===== config.mk =====
export PLATFORM = sky130hd
export DESIGN_NAME = vram_arbiter
export DESIGN_NICKNAME = d
export VERILOG_FILES = /design/src/rtl/vram_pkg.sv /design/src/rtl/vram_starve_guard.sv /design/src/rtl/vram_arbiter.sv
export SDC_FILE = /design/constraint.sdc
export NUM_CORES = 1
export LEC_CHECK = 0
export ABC_AREA = 0
export ABC_CLOCK_PERIOD_IN_PS = 1500
export BUFFER_PORTS_ARGS = -buffer_cell sky130_fd_sc_hd__clkbuf_2
export CORE_ASPECT_RATIO = 1.2
export CORE_MARGIN = 2
export CORE_UTILIZATION = 39
export CTS_CLUSTER_SIZE = 24
export DETAILED_ROUTE_END_ITERATION = 12
export PLACE_DENSITY_LB_ADDON = 0.08
export SLEW_MARGIN = 5
export SYNTH_ARGS = -nofsm -noshare
export SYNTH_HDL_FRONTEND = slang
export SYNTH_SLANG_ARGS = --single-unit

===== constraint.sdc =====
create_clock -name clock_50 -period 1.5 [get_ports clock_50]
set_clock_uncertainty 0.1 [all_clocks]
set_input_delay 0.15 -clock clock_50 [delete_from_list [all_inputs] [get_ports clock_50]]
set_output_delay 0.15 -clock clock_50 [all_outputs]
set_load 0.02 [all_outputs]

===== src/rtl/vram_pkg.sv =====
// Shared defaults and CPU access state encoding for the video RAM arbiter.
package vram_pkg;
  localparam int VRAM_ADDR_W       = 18;
  localparam int VRAM_DATA_W       = 8;
  localparam int VRAM_STARVE_LIMIT = 15;

  typedef enum logic [1:0] {
    IDLE   = 2'd0,
    ISSUED = 2'd1,
    DONE   = 2'd2
  } cpu_state_t;
endpackage


===== src/rtl/vram_starve_guard.sv =====
// Counts IDLE cycles where video denies a pending CPU request; forces a CPU grant once the limit is hit.
// Force output is combinational in the decision cycle; the counter clears on any CPU grant.
module vram_starve_guard import vram_pkg::*; #(
  parameter int STARVE_LIMIT = VRAM_STARVE_LIMIT
) (
  input  logic i_clk,
  input  logic i_rst,
  input  logic i_contend,
  input  logic i_cpu_grant,
  output logic o_force
);
  localparam int CNT_W = (STARVE_LIMIT < 1) ? 1 : $clog2(STARVE_LIMIT + 1);

  logic [CNT_W-1:0] r_cnt;
  logic             w_at_limit;

  assign w_at_limit = (r_cnt == CNT_W'(STARVE_LIMIT));
  assign o_force    = i_contend && w_at_limit;

  always_ff @(posedge i_clk) begin
    if (i_rst) begin
      r_cnt <= '0;
    end else if (i_cpu_grant) begin
      r_cnt <= '0;
    end else if (i_contend && !w_at_limit) begin
      r_cnt <= r_cnt + CNT_W'(1);
    end
  end
endmodule


===== src/rtl/vram_arbiter.sv =====
// Video RAM arbiter: scanout reads win with fixed 2-cycle latency, CPU accesses fill idle slots (ack 2 cycles after grant).
// Define VRAM_STARVE_GUARD_EN to force a CPU grant after STARVE_LIMIT denials, dropping that video request.
module vram_arbiter import vram_pkg::*; #(
  parameter int ADDR_W       = VRAM_ADDR_W,
  parameter int DATA_W       = VRAM_DATA_W,
  parameter int STARVE_LIMIT = VRAM_STARVE_LIMIT
) (
  input  logic              clock_50,
  input  logic              reset,
  input  logic              vid_req,
  input  logic [ADDR_W-1:0] vid_address,
  output logic [DATA_W-1:0] vid_data,
  output logic              vid_miss,
  input  logic              cpu_req,
  input  logic              cpu_we,
  input  logic [ADDR_W-1:0] cpu_address,
  input  logic [DATA_W-1:0] cpu_wdata,
  output logic [DATA_W-1:0] cpu_rdata,
  output logic              cpu_ack,
  output logic [ADDR_W-1:0] mem_address,
  output logic [DATA_W-1:0] mem_wdata,
  output logic              mem_we,
  input  logic [DATA_W-1:0] mem_rdata
);
  cpu_state_t        r_state;
  cpu_state_t        w_state_nxt;
  logic              r_cpu_we;
  logic              r_vid_pend;
  logic [DATA_W-1:0] r_vid_data;
  logic [DATA_W-1:0] r_cpu_rdata;
  logic [DATA_W-1:0] r_mem_wdata;
  logic [ADDR_W-1:0] r_mem_address;
  logic              r_mem_we;
  logic              w_force_cpu;
  logic              w_cpu_grant;
  logic              w_vid_grant;

  assign w_cpu_grant = (r_state == IDLE) && cpu_req && (!vid_req || w_force_cpu);
  assign w_vid_grant = vid_req && !w_cpu_grant;

`ifdef VRAM_STARVE_GUARD_EN
  logic w_contend;
  logic r_miss_d1;
  logic r_vid_miss;

  assign w_contend = (r_state == IDLE) && cpu_req && vid_req;

  vram_starve_guard #(
    .STARVE_LIMIT(STARVE_LIMIT)
  ) u_starve_guard (
    .i_clk       (clock_50),
    .i_rst       (reset),
    .i_contend   (w_contend),
    .i_cpu_grant (w_cpu_grant),
    .o_force     (w_force_cpu)
  );

  // Miss is aligned with the cycle the dropped read's data would have appeared.
  always_ff @(posedge clock_50) begin
    if (reset) begin
      r_miss_d1  <= 1'b0;
      r_vid_miss <= 1'b0;
    end else begin
      r_miss_d1  <= vid_req && w_cpu_grant;
      r_vid_miss <= r_miss_d1;
    end
  end

  assign vid_miss = r_vid_miss;
`else
  // Strict video priority: the limit has no meaning here, so a force never fires.
  assign w_force_cpu = (STARVE_LIMIT < 0);
  assign vid_miss    = 1'b0;
`endif

  always_ff @(posedge clock_50) begin
    if (reset) begin
      r_state <= IDLE;
    end else begin
      r_state <= w_state_nxt;
    end
  end

  always_comb begin
    w_state_nxt = r_state;
    unique case (r_state)
      IDLE:    if (w_cpu_grant) w_state_nxt = ISSUED;
      ISSUED:  w_state_nxt = DONE;
      DONE:    w_state_nxt = IDLE;
      default: w_state_nxt = IDLE;
    endcase
  end

  always_ff @(posedge clock_50) begin
    if (reset) begin
      r_mem_address <= '0;
      r_mem_wdata   <= '0;
      r_mem_we      <= 1'b0;
      r_cpu_we      <= 1'b0;
      r_vid_pend    <= 1'b0;
      r_vid_data    <= '0;
      r_cpu_rdata   <= '0;
    end else begin
      if (w_cpu_grant) begin
        r_mem_address <= cpu_address;
        r_mem_wdata   <= cpu_wdata;
        r_mem_we      <= cpu_we;
        r_cpu_we      <= cpu_we;
      end else if (w_vid_grant) begin
        r_mem_address <= vid_address;
        r_mem_we      <= 1'b0;
      end else begin
        r_mem_we      <= 1'b0;
      end
      r_vid_pend <= w_vid_grant;
      if (r_vid_pend) begin
        r_vid_data <= mem_rdata;
      end
      // The bus carries the CPU address during ISSUED, so read data lands here.
      if ((r_state == ISSUED) && !r_cpu_we) begin
        r_cpu_rdata <= mem_rdata;
      end
    end
  end

  assign cpu_ack     = (r_state == DONE);
  assign cpu_rdata   = r_cpu_rdata;
  assign vid_data    = r_vid_data;
  assign mem_address = r_mem_address;
  assign mem_wdata   = r_mem_wdata;
  assign mem_we      = r_mem_we;
endmodule

==> results of run 1 <==
## through the flow
stage	power [uW]	setup slack, ps	instance area (um2)	util, %
finish	2780	125	2840	61.7
global route	2930	44.4	2840	61.7
CTS	2820	71.0	2830	61.7
detailed placement	1840	100	2430	52.9
global placement	1840	116	2430	52.9
floorplan	1650	53.4	1870	-
## cell families after synthesis
group / after synthesis / synth area share, %
mux: 16 / 8.58
buf+inv: 35 / 8.91
simple gates: 62 / 15.9
other cells: 1 / 0.201
flops: 47 / 50.4
compound gates: 45 / 16.0
## Yosys cell counts
master                     count
sky130_fd_sc_hd__mux2i_1      16
sky130_fd_sc_hd__nor4b_2       1
sky130_fd_sc_hd__a221oi_1     17
sky130_fd_sc_hd__buf_2         4
sky130_fd_sc_hd__nand2_1      36
sky130_fd_sc_hd__a221oi_2      1
sky130_fd_sc_hd__buf_1         1
sky130_fd_sc_hd__nor2_4        1
sky130_fd_sc_hd__nor2_1       16
sky130_fd_sc_hd__dfxtp_1      47
sky130_fd_sc_hd__nor3b_4       1
sky130_fd_sc_hd__buf_4         2
sky130_fd_sc_hd__a21oi_1      27
sky130_fd_sc_hd__conb_1        1
sky130_fd_sc_hd__buf_6         3
sky130_fd_sc_hd__and2_1        1
sky130_fd_sc_hd__inv_1        18
sky130_fd_sc_hd__or4b_4        1
sky130_fd_sc_hd__or3b_1        1
sky130_fd_sc_hd__nor3b_1       2
sky130_fd_sc_hd__clkbuf_1      7
sky130_fd_sc_hd__nor2b_1       2
## critical path, stage by stage (launching register included)
cell and delay, ps:
sky130_fd_sc_hd__dfxtp_2 370, sky130_fd_sc_hd__or4b_4 610, sky130_fd_sc_hd__nand2_1 100, sky130_fd_sc_hd__a21oi_1 70
## state kept, by name, summed over array words and instances (netlist names)
| register | count |
|---|---|
| r_vid_pend | 1 |
| mem_address | 18 |
| mem_we | 1 |
| vid_data | 8 |
| r_state | 2 |
| mem_wdata | 8 |
| cpu_rdata | 8 |
| r_cpu_we | 1 |
## power groups by stage
stage | clock, uW | sequential (uW) | combinational (uW)
final | 915 | 1360 | 507
after global routing | 1000 | 1370 | 560
after detailed placement | 0 | 1390 | 452
after global placement | 0 | 1390 | 449
after floorplan | 0 | 1460 | 193
after CTS | 949 | 1360 | 512
## per-layer routing
metal  vias to the layer above  routed length, um  track usage, %
met5                         -                  0               0
met4                         0                 30            4.90
met2                        63               2410            33.0
li1                        943                  -               -
met1                       807               1950            21.7
met3                         4                354            5.92
## final timing paths
kind | startpoint | endpoint | slack, ps
hold / removal | vid_address[2] | mem_address[2]$_SDFFE_PP0P_ | 5
setup reg to reg | r_state[0]$_SDFFE_PP0P_ | mem_wdata[0]$_SDFFE_PP0P_ | 120
hold reg to reg | mem_wdata[3]$_SDFFE_PP0P_ | mem_wdata[3]$_SDFFE_PP0P_ | 360
setup / recovery | r_state[0]$_SDFFE_PP0P_ | mem_wdata[0]$_SDFFE_PP0P_ | 120
## repair_timing
item / CTS / global route
endpoints found under the setup margin: 0 / 8
hold buffers: 29 / 0
hold endpoints to repair: 30 / 0
gates resized for setup: 0 / 2
## final cells by class
cell class | count | area [um2]
timing repair buffer | 137 | 876
inverter | 18 | 67.6
clock inverter | 3 | 43.8
multi-input combinational | 124 | 764
tap | 58 | 72.6
clock buffer | 5 | 68.8
sequential | 47 | 943
fill | 428 | 1760
==> flow_summary.yaml, run 1 <==
status:
  run_status: "complete, no violations"
global_route:
  grt_pass1_vias: 1709
  grt_pass1_wl_um: 7700
  grt_antenna_before_repair: 0
  residual_overflow_from_global_routing: 0
  maximum_number_of_pins_on_one_net_before_global_route_repair: 38
  globalRouteTotalUtil_pct: 18.8
cells_and_area:
  final_layout_size_suffix_gt1_share_pct: 37.1
  final_net_count: 390
  finalNonFillerCells: 392
  diodes: 0
  leading_cell_types_in_the_layout_fill_and_taps_excluded: "sky130_fd_sc_hd__clkbuf_2, sky130_fd_sc_hd__dfxtp_1, sky130_fd_sc_hd__nand2_1"
  flow.area_growth_from_synthesis_pct: 51.9
  mostFrequentLayoutCell: "sky130_fd_sc_hd__clkbuf_2"
floorplan:
  floorplan.core_area_um2: 4590
  die_h_um: 79.8
  initial_core_utilization_pct: 40.6
  top_level_ports: 102
  die-area_um2: 5360
  die_x_um: 67.2
  row_count: 27
cts:
  ctsLongestPathBuffers: 2
  numClockSinks: 47
  insertion_delay_ps: 290
  cts_tree: "yes"
  postcts_setup_bufs: 0
  cts_max_level: 2
  clk_pin_slew_worst_paths_ps: 90
  number_of_clock_buffers_inserted_by_tritoncts: 5
  cts_root_buffer: "sky130_fd_sc_hd__clkbuf_8"
sta:
  clock.fmax_mhz: 727
  final.period_utilization_pct: 91.7
  period_needed_ps: 1380
  hold_viol: 0
  fin_worst_hold_slack_ps: 4.92
  fin_tns_setup_ps: 0
  finalSetupViolations: 0
  rsz0062_at_grt: "no"
  final_max_slew_viol_count: 0
power_and_ir_drop:
  power_density_nw_per_um2: 981
  netSwitchingPower_uw: 727
  cell_internal_pwr_uw: 2060
  p_seq_share_pct: 48.9
  leakage_uw: 0.00137
  clock_power_share_pct: 32.9
  peak_supply_drop_mv: 0.689
  combPwrFrac_pct: 18.2
  switching_share_pct: 26.1
place:
  gpl.final_weighted_congestion: 0.700
  dp.final_hpwl_um: 3180
  numPortBuffers: 100
  placed_instances: 355
synth:
  synth.top_cell.area_share_pct: 50.4
  syn_area_um2: 1870
  number_of_nets_produced_by_synthesis: 263
  synthTopCellsByArea: "sky130_fd_sc_hd__dfxtp_1, sky130_fd_sc_hd__mux2i_1, sky130_fd_sc_hd__a221oi_1"
  yosysWarnings: 0
  synth.yosys.seq_area_share_pct: 50.4
  netlist_instances: 206
  total_of_flip_flops_plus_latches_after_synthesis: 47
  syn_area_per_cell_um2: 9.06
  synth_top_area_cell: "sky130_fd_sc_hd__dfxtp_1"
  synth_cell_type_count: 22
detailed_routing:
  ant_nets: 0
  routedWlPerCell_um: 12.1
  via_per_inst: 4.64
  detail_route.drc_violations: 0
  drt-total-wl_um: 4740
  drt_first_pass_iters: 4
  drtIter0Drc: 108
  via_count: 1817
setup_path:
  criticalPathCategory: "register to register"
  cp-start-kind: "register"
  critical_path.endpoint_type: "register"
  worst-path-max-fanout: 10
  worst_r2r_path_depth: 3
  worst_ep_arrival_time_ps: 1450
  worst-endpoint-required_ps: 1580
worst_hold_path:
  holdPathStages: 3
  hold_path.class: "primary input to register"
flow_run:
  timing.max_cap.violations: 0
(Power assumes the default switching activity.)
==> run 2: changes to the inputs <==
--- a/config.mk
+++ b/config.mk
@@ -7,12 +7,12 @@
 export LEC_CHECK = 0
 export ABC_AREA = 0
 export ABC_CLOCK_PERIOD_IN_PS = 1500
-export BUFFER_PORTS_ARGS = -buffer_cell sky130_fd_sc_hd__clkbuf_2
 export CORE_ASPECT_RATIO = 1.2
 export CORE_MARGIN = 2
-export CORE_UTILIZATION = 39
+export CORE_UTILIZATION = 46
 export CTS_CLUSTER_SIZE = 24
 export DETAILED_ROUTE_END_ITERATION = 12
+export DONT_BUFFER_PORTS = 1
 export PLACE_DENSITY_LB_ADDON = 0.08
 export SLEW_MARGIN = 5
 export SYNTH_ARGS = -nofsm -noshare
==> run 2 against run 1 <==
The run now ends with negative hold slack left. Hold slack worse by 17 ps. Power fell by 5.1%. Routed wire length decreased by 5.9%. Largest cell class unchanged. Highest routed layer unchanged.
==> flow_summary.yaml, run 2 (synthesized netlist as in run 1, its figures left out) <==
global_route:
  residual_overflow_from_global_routing: 0
  grt_antenna_before_repair: 0
  maximum_number_of_pins_on_one_net_before_global_route_repair: 47
  globalRouteTotalUtil_pct: 18.4
  grt_pass1_vias: 1506
  grt_util_met2_pct: 36.1
  grt_use_met3_pct: 7.20
  gr-usage-met1_pct: 17.0
  layer_carrying_the_most_global_route_usage: "met2"
  grt_pass1_wl_um: 6610
detailed_routing:
  routedWlPerCell_um: 15.0
  ant_nets: 0
  detail_route.drc_violations: 0
  drt-total-wl_um: 4470
  via_per_inst: 5.25
  via_count: 1560
  drtIter0Drc: 86
  drt_first_pass_iters: 4
setup_path:
  critical_path.endpoint_type: "register"
  worst-endpoint-required_ps: 1600
  criticalPathCategory: "primary input to register"
  cp-start-kind: "primary input"
  worst_ep_arrival_time_ps: 1570
  worst-path-max-fanout: 22
  timing.rr.start: "r_state[1]$_SDFFE_PP0P_"
  crit_start: "vid_req"
floorplan:
  floorplan.core_area_um2: 3910
  die_x_um: 62.2
  die_h_um: 73.8
  die-area_um2: 4590
  initial_core_utilization_pct: 47.7
  row_count: 25
  top_level_ports: 102
sta:
  clock.fmax_mhz: 678
  finalSetupViolations: 0
  worst_pin_slew_ps: 768
  hold_viol: 7
  finalWorstSetupSlack_ps: 25.6
  rel_slew_slack_pct: 48.6
  final_max_slew_viol_count: 0
  fin_worst_hold_slack_ps: -11.7
  period_needed_ps: 1470
  final.period_utilization_pct: 98.3
place:
  placement.setup.worst_slack_ps: 106
  numPortBuffers: 0
  dp.final_hpwl_um: 2810
  gpl.final_weighted_congestion: 0.674
  dpl-instance-area_um2: 1890
status:
  violations: "negative hold slack"
  run_status: "complete, but fails checks"
power_and_ir_drop:
  leakage_uw: 0.000974
  peak_supply_drop_mv: 0.683
  power_density_nw_per_um2: 1090
  p_total_uw: 2640
cells_and_area:
  final_net_count: 300
  flow.area_growth_from_synthesis_pct: 30.2
  final_area_um2: 2430
  diodes: 0
  final_util_pct: 62.2
  mostFrequentLayoutCell: "sky130_fd_sc_hd__dfxtp_1"
  largest_register_ff_count: 18
  leading_cell_types_in_the_layout_fill_and_taps_excluded: "sky130_fd_sc_hd__dfxtp_1, sky130_fd_sc_hd__dlygate4sd3_1, sky130_fd_sc_hd__nand2_1"
  final_layout_size_suffix_gt1_share_pct: 8.64
worst_hold_path:
  hold_path.class: "primary input to register"
  min_from: "vid_req"
cts:
  clk_pin_slew_worst_paths_ps: 80
  number_of_clock_buffers_inserted_by_tritoncts: 5
  numClockSinks: 47
  cts_max_level: 2
  ctsLongestPathBuffers: 2
  cts_tree: "yes"
  insertion_delay_ps: 290
  cts_root_buffer: "sky130_fd_sc_hd__clkbuf_8"
flow_run:
  timing.max_cap.violations: 0
run 2: final timing paths:
check | end | slack [ps] | depth (start not counted)
setup / recovery | mem_address[0]$_SDFFE_PP0P_ | 30 | 3
hold / removal | mem_address[9]$_SDFFE_PP0P_ | -10 | 2
setup reg to reg | mem_wdata[6]$_SDFFE_PP0P_ | 120 | 3
hold reg to reg | r_cpu_we$_SDFFE_PP0P_ | 380 | 2
run 2: layout make-up:
cell class                 instances  area [um2]
fill                             312        1480
sequential                        47         942
multi-input combinational        124         767
timing repair buffer              47         480
clock buffer                       5        68.8
inverter                          18        67.6
tap                               54        67.6
clock inverter                     2        37.5
run 2: metrics by stage:
stage	std cells	setup TNS [ps]
2_1_floorplan	206	0
3_3_place_gp	248	0
3_5_place_dp	248	0
4_1_cts	274	0
5_1_grt	297	-43.8
6_report	297	0
run 2: worst max-delay path, cell delays in order:
cell and delay [ps]:
sky130_fd_sc_hd__dlygate4sd3_1 1040, sky130_fd_sc_hd__a21oi_1 90, sky130_fd_sc_hd__a221oi_1 290
run 2: metal layers:
metal / vias up / routed length (um)
met5: - / 0
met4: 0 / 60
met3: 6 / 371
met2: 75 / 2360
met1: 713 / 1670
li1: 766 / -
run 2: report_power, final:
part,switching [uW],internal (uW)
Combinational,139,169
Clock,394,487
Sequential,133,1320
Total,667,1970
run 2: timing repair:
| item | CTS | global route |
|---|---|---|
| hold buffers | 19 | 23 |
| setup buffers | 0 | 0 |
| resized for setup | 1 | 1 |
| setup endpoints to repair | 1 | 13 |
| hold endpoints to repair | 47 | 18 |
==> run 3: changes to the inputs <==
--- a/config.mk
+++ b/config.mk
@@ -13,7 +13,7 @@
 export CTS_CLUSTER_SIZE = 24
 export DETAILED_ROUTE_END_ITERATION = 12
 export DONT_BUFFER_PORTS = 1
-export PLACE_DENSITY_LB_ADDON = 0.08
+export PLACE_DENSITY = 0.7
 export SLEW_MARGIN = 5
 export SYNTH_ARGS = -nofsm -noshare
 export SYNTH_HDL_FRONTEND = slang
==> run 3 against run 2 <==
Clock power up 0.9%. Largest power group unchanged. Highest routed layer unchanged. Maximum frequency is 6.4% higher. Sequential power about the same. The run still ends with negative hold slack left. Via count fell by 6.7%. Utilization shrank 5.9 points. Critical path depth did not move.
==> flow_summary.yaml, run 3 (synthesized netlist as in run 1, its figures left out) <==
status:
  run_status: "complete, but fails checks"
  violations: "negative hold slack"
cts:
  insertion_delay_ps: 290
  cts_root_buffer: "sky130_fd_sc_hd__clkbuf_8"
  number_of_clock_buffers_inserted_by_tritoncts: 5
  clk_pin_slew_worst_paths_ps: 80
  ctsLongestPathBuffers: 2
  ctsHoldBuffers: 19
  numClockSinks: 47
  cts_tree: "yes"
  cts_max_level: 2
sta:
  final_max_slew_viol_count: 0
  worst_pin_slew_ps: 500
  rsz0062_at_grt: "no"
  hold_viol: 18
  fin_tns_setup_ps: 0
  rel_slew_slack_pct: 66.6
  finalSetupViolations: 0
  fin_worst_hold_slack_ps: -159
  period_needed_ps: 1390
  final.period_utilization_pct: 92.4
  clock.fmax_mhz: 722
setup_path:
  worst-endpoint-required_ps: 1640
  worst-path-max-fanout: 10
  timing.rr.start: "r_state[1]$_SDFFE_PP0P_"
  worst_r2r_path_depth: 3
  worst_ep_arrival_time_ps: 1520
  criticalPathCategory: "register to register"
  r2r_endpoint: "mem_we$_SDFF_PP0_"
  crit_start: "r_state[1]$_SDFFE_PP0P_"
  critical_path.endpoint_type: "register"
  critPathCapture: "mem_we$_SDFF_PP0_"
  cp-start-kind: "register"
  timing.reg2reg.setup_slack_ps: 110
power_and_ir_drop:
  p_total_uw: 2590
  peak_supply_drop_mv: 0.693
  leakage_uw: 0.000878
  power_density_nw_per_um2: 1180
floorplan:
  die_h_um: 73.8
  row_count: 25
  die_x_um: 62.2
  top_level_ports: 102
  floorplan.core_area_um2: 3910
  die-area_um2: 4590
  initial_core_utilization_pct: 47.7
worst_hold_path:
  holdPathStages: 1
  min_from: "vid_req"
  hold_path.class: "primary input to register"
detailed_routing:
  via_per_inst: 5.31
  drtIter0Drc: 118
  detail_route.drc_violations: 0
  drt_first_pass_iters: 4
  ant_nets: 0
  via_count: 1456
  routedWlPerCell_um: 14.7
  drt-total-wl_um: 4020
cells_and_area:
  final_net_count: 277
  nFillCells: 353
  leading_cell_types_in_the_layout_fill_and_taps_excluded: "sky130_fd_sc_hd__dfxtp_1, sky130_fd_sc_hd__nand2_1, sky130_fd_sc_hd__a21oi_1"
  diodes: 0
  mostFrequentLayoutCell: "sky130_fd_sc_hd__dfxtp_1"
  flow.area_growth_from_synthesis_pct: 17.8
  final_layout_size_suffix_gt1_share_pct: 9.55
  final_util_pct: 56.3
  largest_register_ff_count: 18
  finalNonFillerCells: 274
place:
  dp.final_hpwl_um: 2600
  placed_instances: 248
  gpl.final_weighted_congestion: 0.622
  numPortBuffers: 0
global_route:
  grt_pass1_vias: 1349
  globalRouteTotalUtil_pct: 17.4
  grt_antenna_before_repair: 0
  residual_overflow_from_global_routing: 0
  maximum_number_of_pins_on_one_net_before_global_route_repair: 47
  grt_pass1_wl_um: 6250
flow_run:
  timing.max_cap.violations: 0
## run 3: cell count changes in the layout (fill, tap and decap cells not counted), sizes merged
cell	delta
dlygate4sd3	-23
## run 3: per-layer routing
layer	up-vias	part of all wire (%)	global-route usage, %
met4	0	0.72	6.67
li1	715	-	-
met3	4	8.1	7.04
met5	-	0	0
met2	65	48	30.1
met1	672	43	19.6
## run 3: final cells by class
cell class	instances	area [um2]	area share (%)
sequential	47	943	42.9
multi-input combinational	124	764	34.8
timing repair buffer	24	250	11.4
clock buffer	5	68.8	3.13
inverter	18	67.6	3.07
tap	54	67.6	3.07
clock inverter	2	37.5	1.71
## run 3: worst max-delay path, cell delays in order, from the launching register on
cell and delay (ps):
sky130_fd_sc_hd__dfxtp_2 370, sky130_fd_sc_hd__or4b_4 630, sky130_fd_sc_hd__nor2_4 110, sky130_fd_sc_hd__and2_1 120
## run 3: timing repair
| item | in CTS | in global routing |
|---|---|---|
| setup endpoints to repair | 0 | 15 |
| hold endpoints to repair | 47 | 18 |
| gates resized for setup | 0 | 2 |
| setup buffers | 0 | 0 |
## run 3: how the worst min path moves through the flow
| stage | end |
|---|---|
| 6_report | mem_address[7]$_SDFFE_PP0P_ |
| 5_1_grt | mem_address[7]$_SDFFE_PP0P_ |
| 4_1_cts | mem_address[7]$_SDFFE_PP0P_ |
| 3_5_place_dp | mem_address[7]$_SDFFE_PP0P_ |
| 3_3_place_gp | mem_address[7]$_SDFFE_PP0P_ |
| 2_1_floorplan | mem_we$_SDFF_PP0_ |
## run 3: power breakdown
| group | total [uW] | switching [uW] | internal, uW |
|---|---|---|---|
| Sequential | 1450 | 132 | 1320 |
| Combinational | 249 | 119 | 130 |
| Clock | 889 | 402 | 487 |
## run 3: per-stage QoR
stage	setup WS (ps)	area, um2
finish	114	2200
global route	37.8	2200
CTS	47.1	2200
detailed placement	71.2	1890
global placement	110	1890
floorplan	53.4	1870
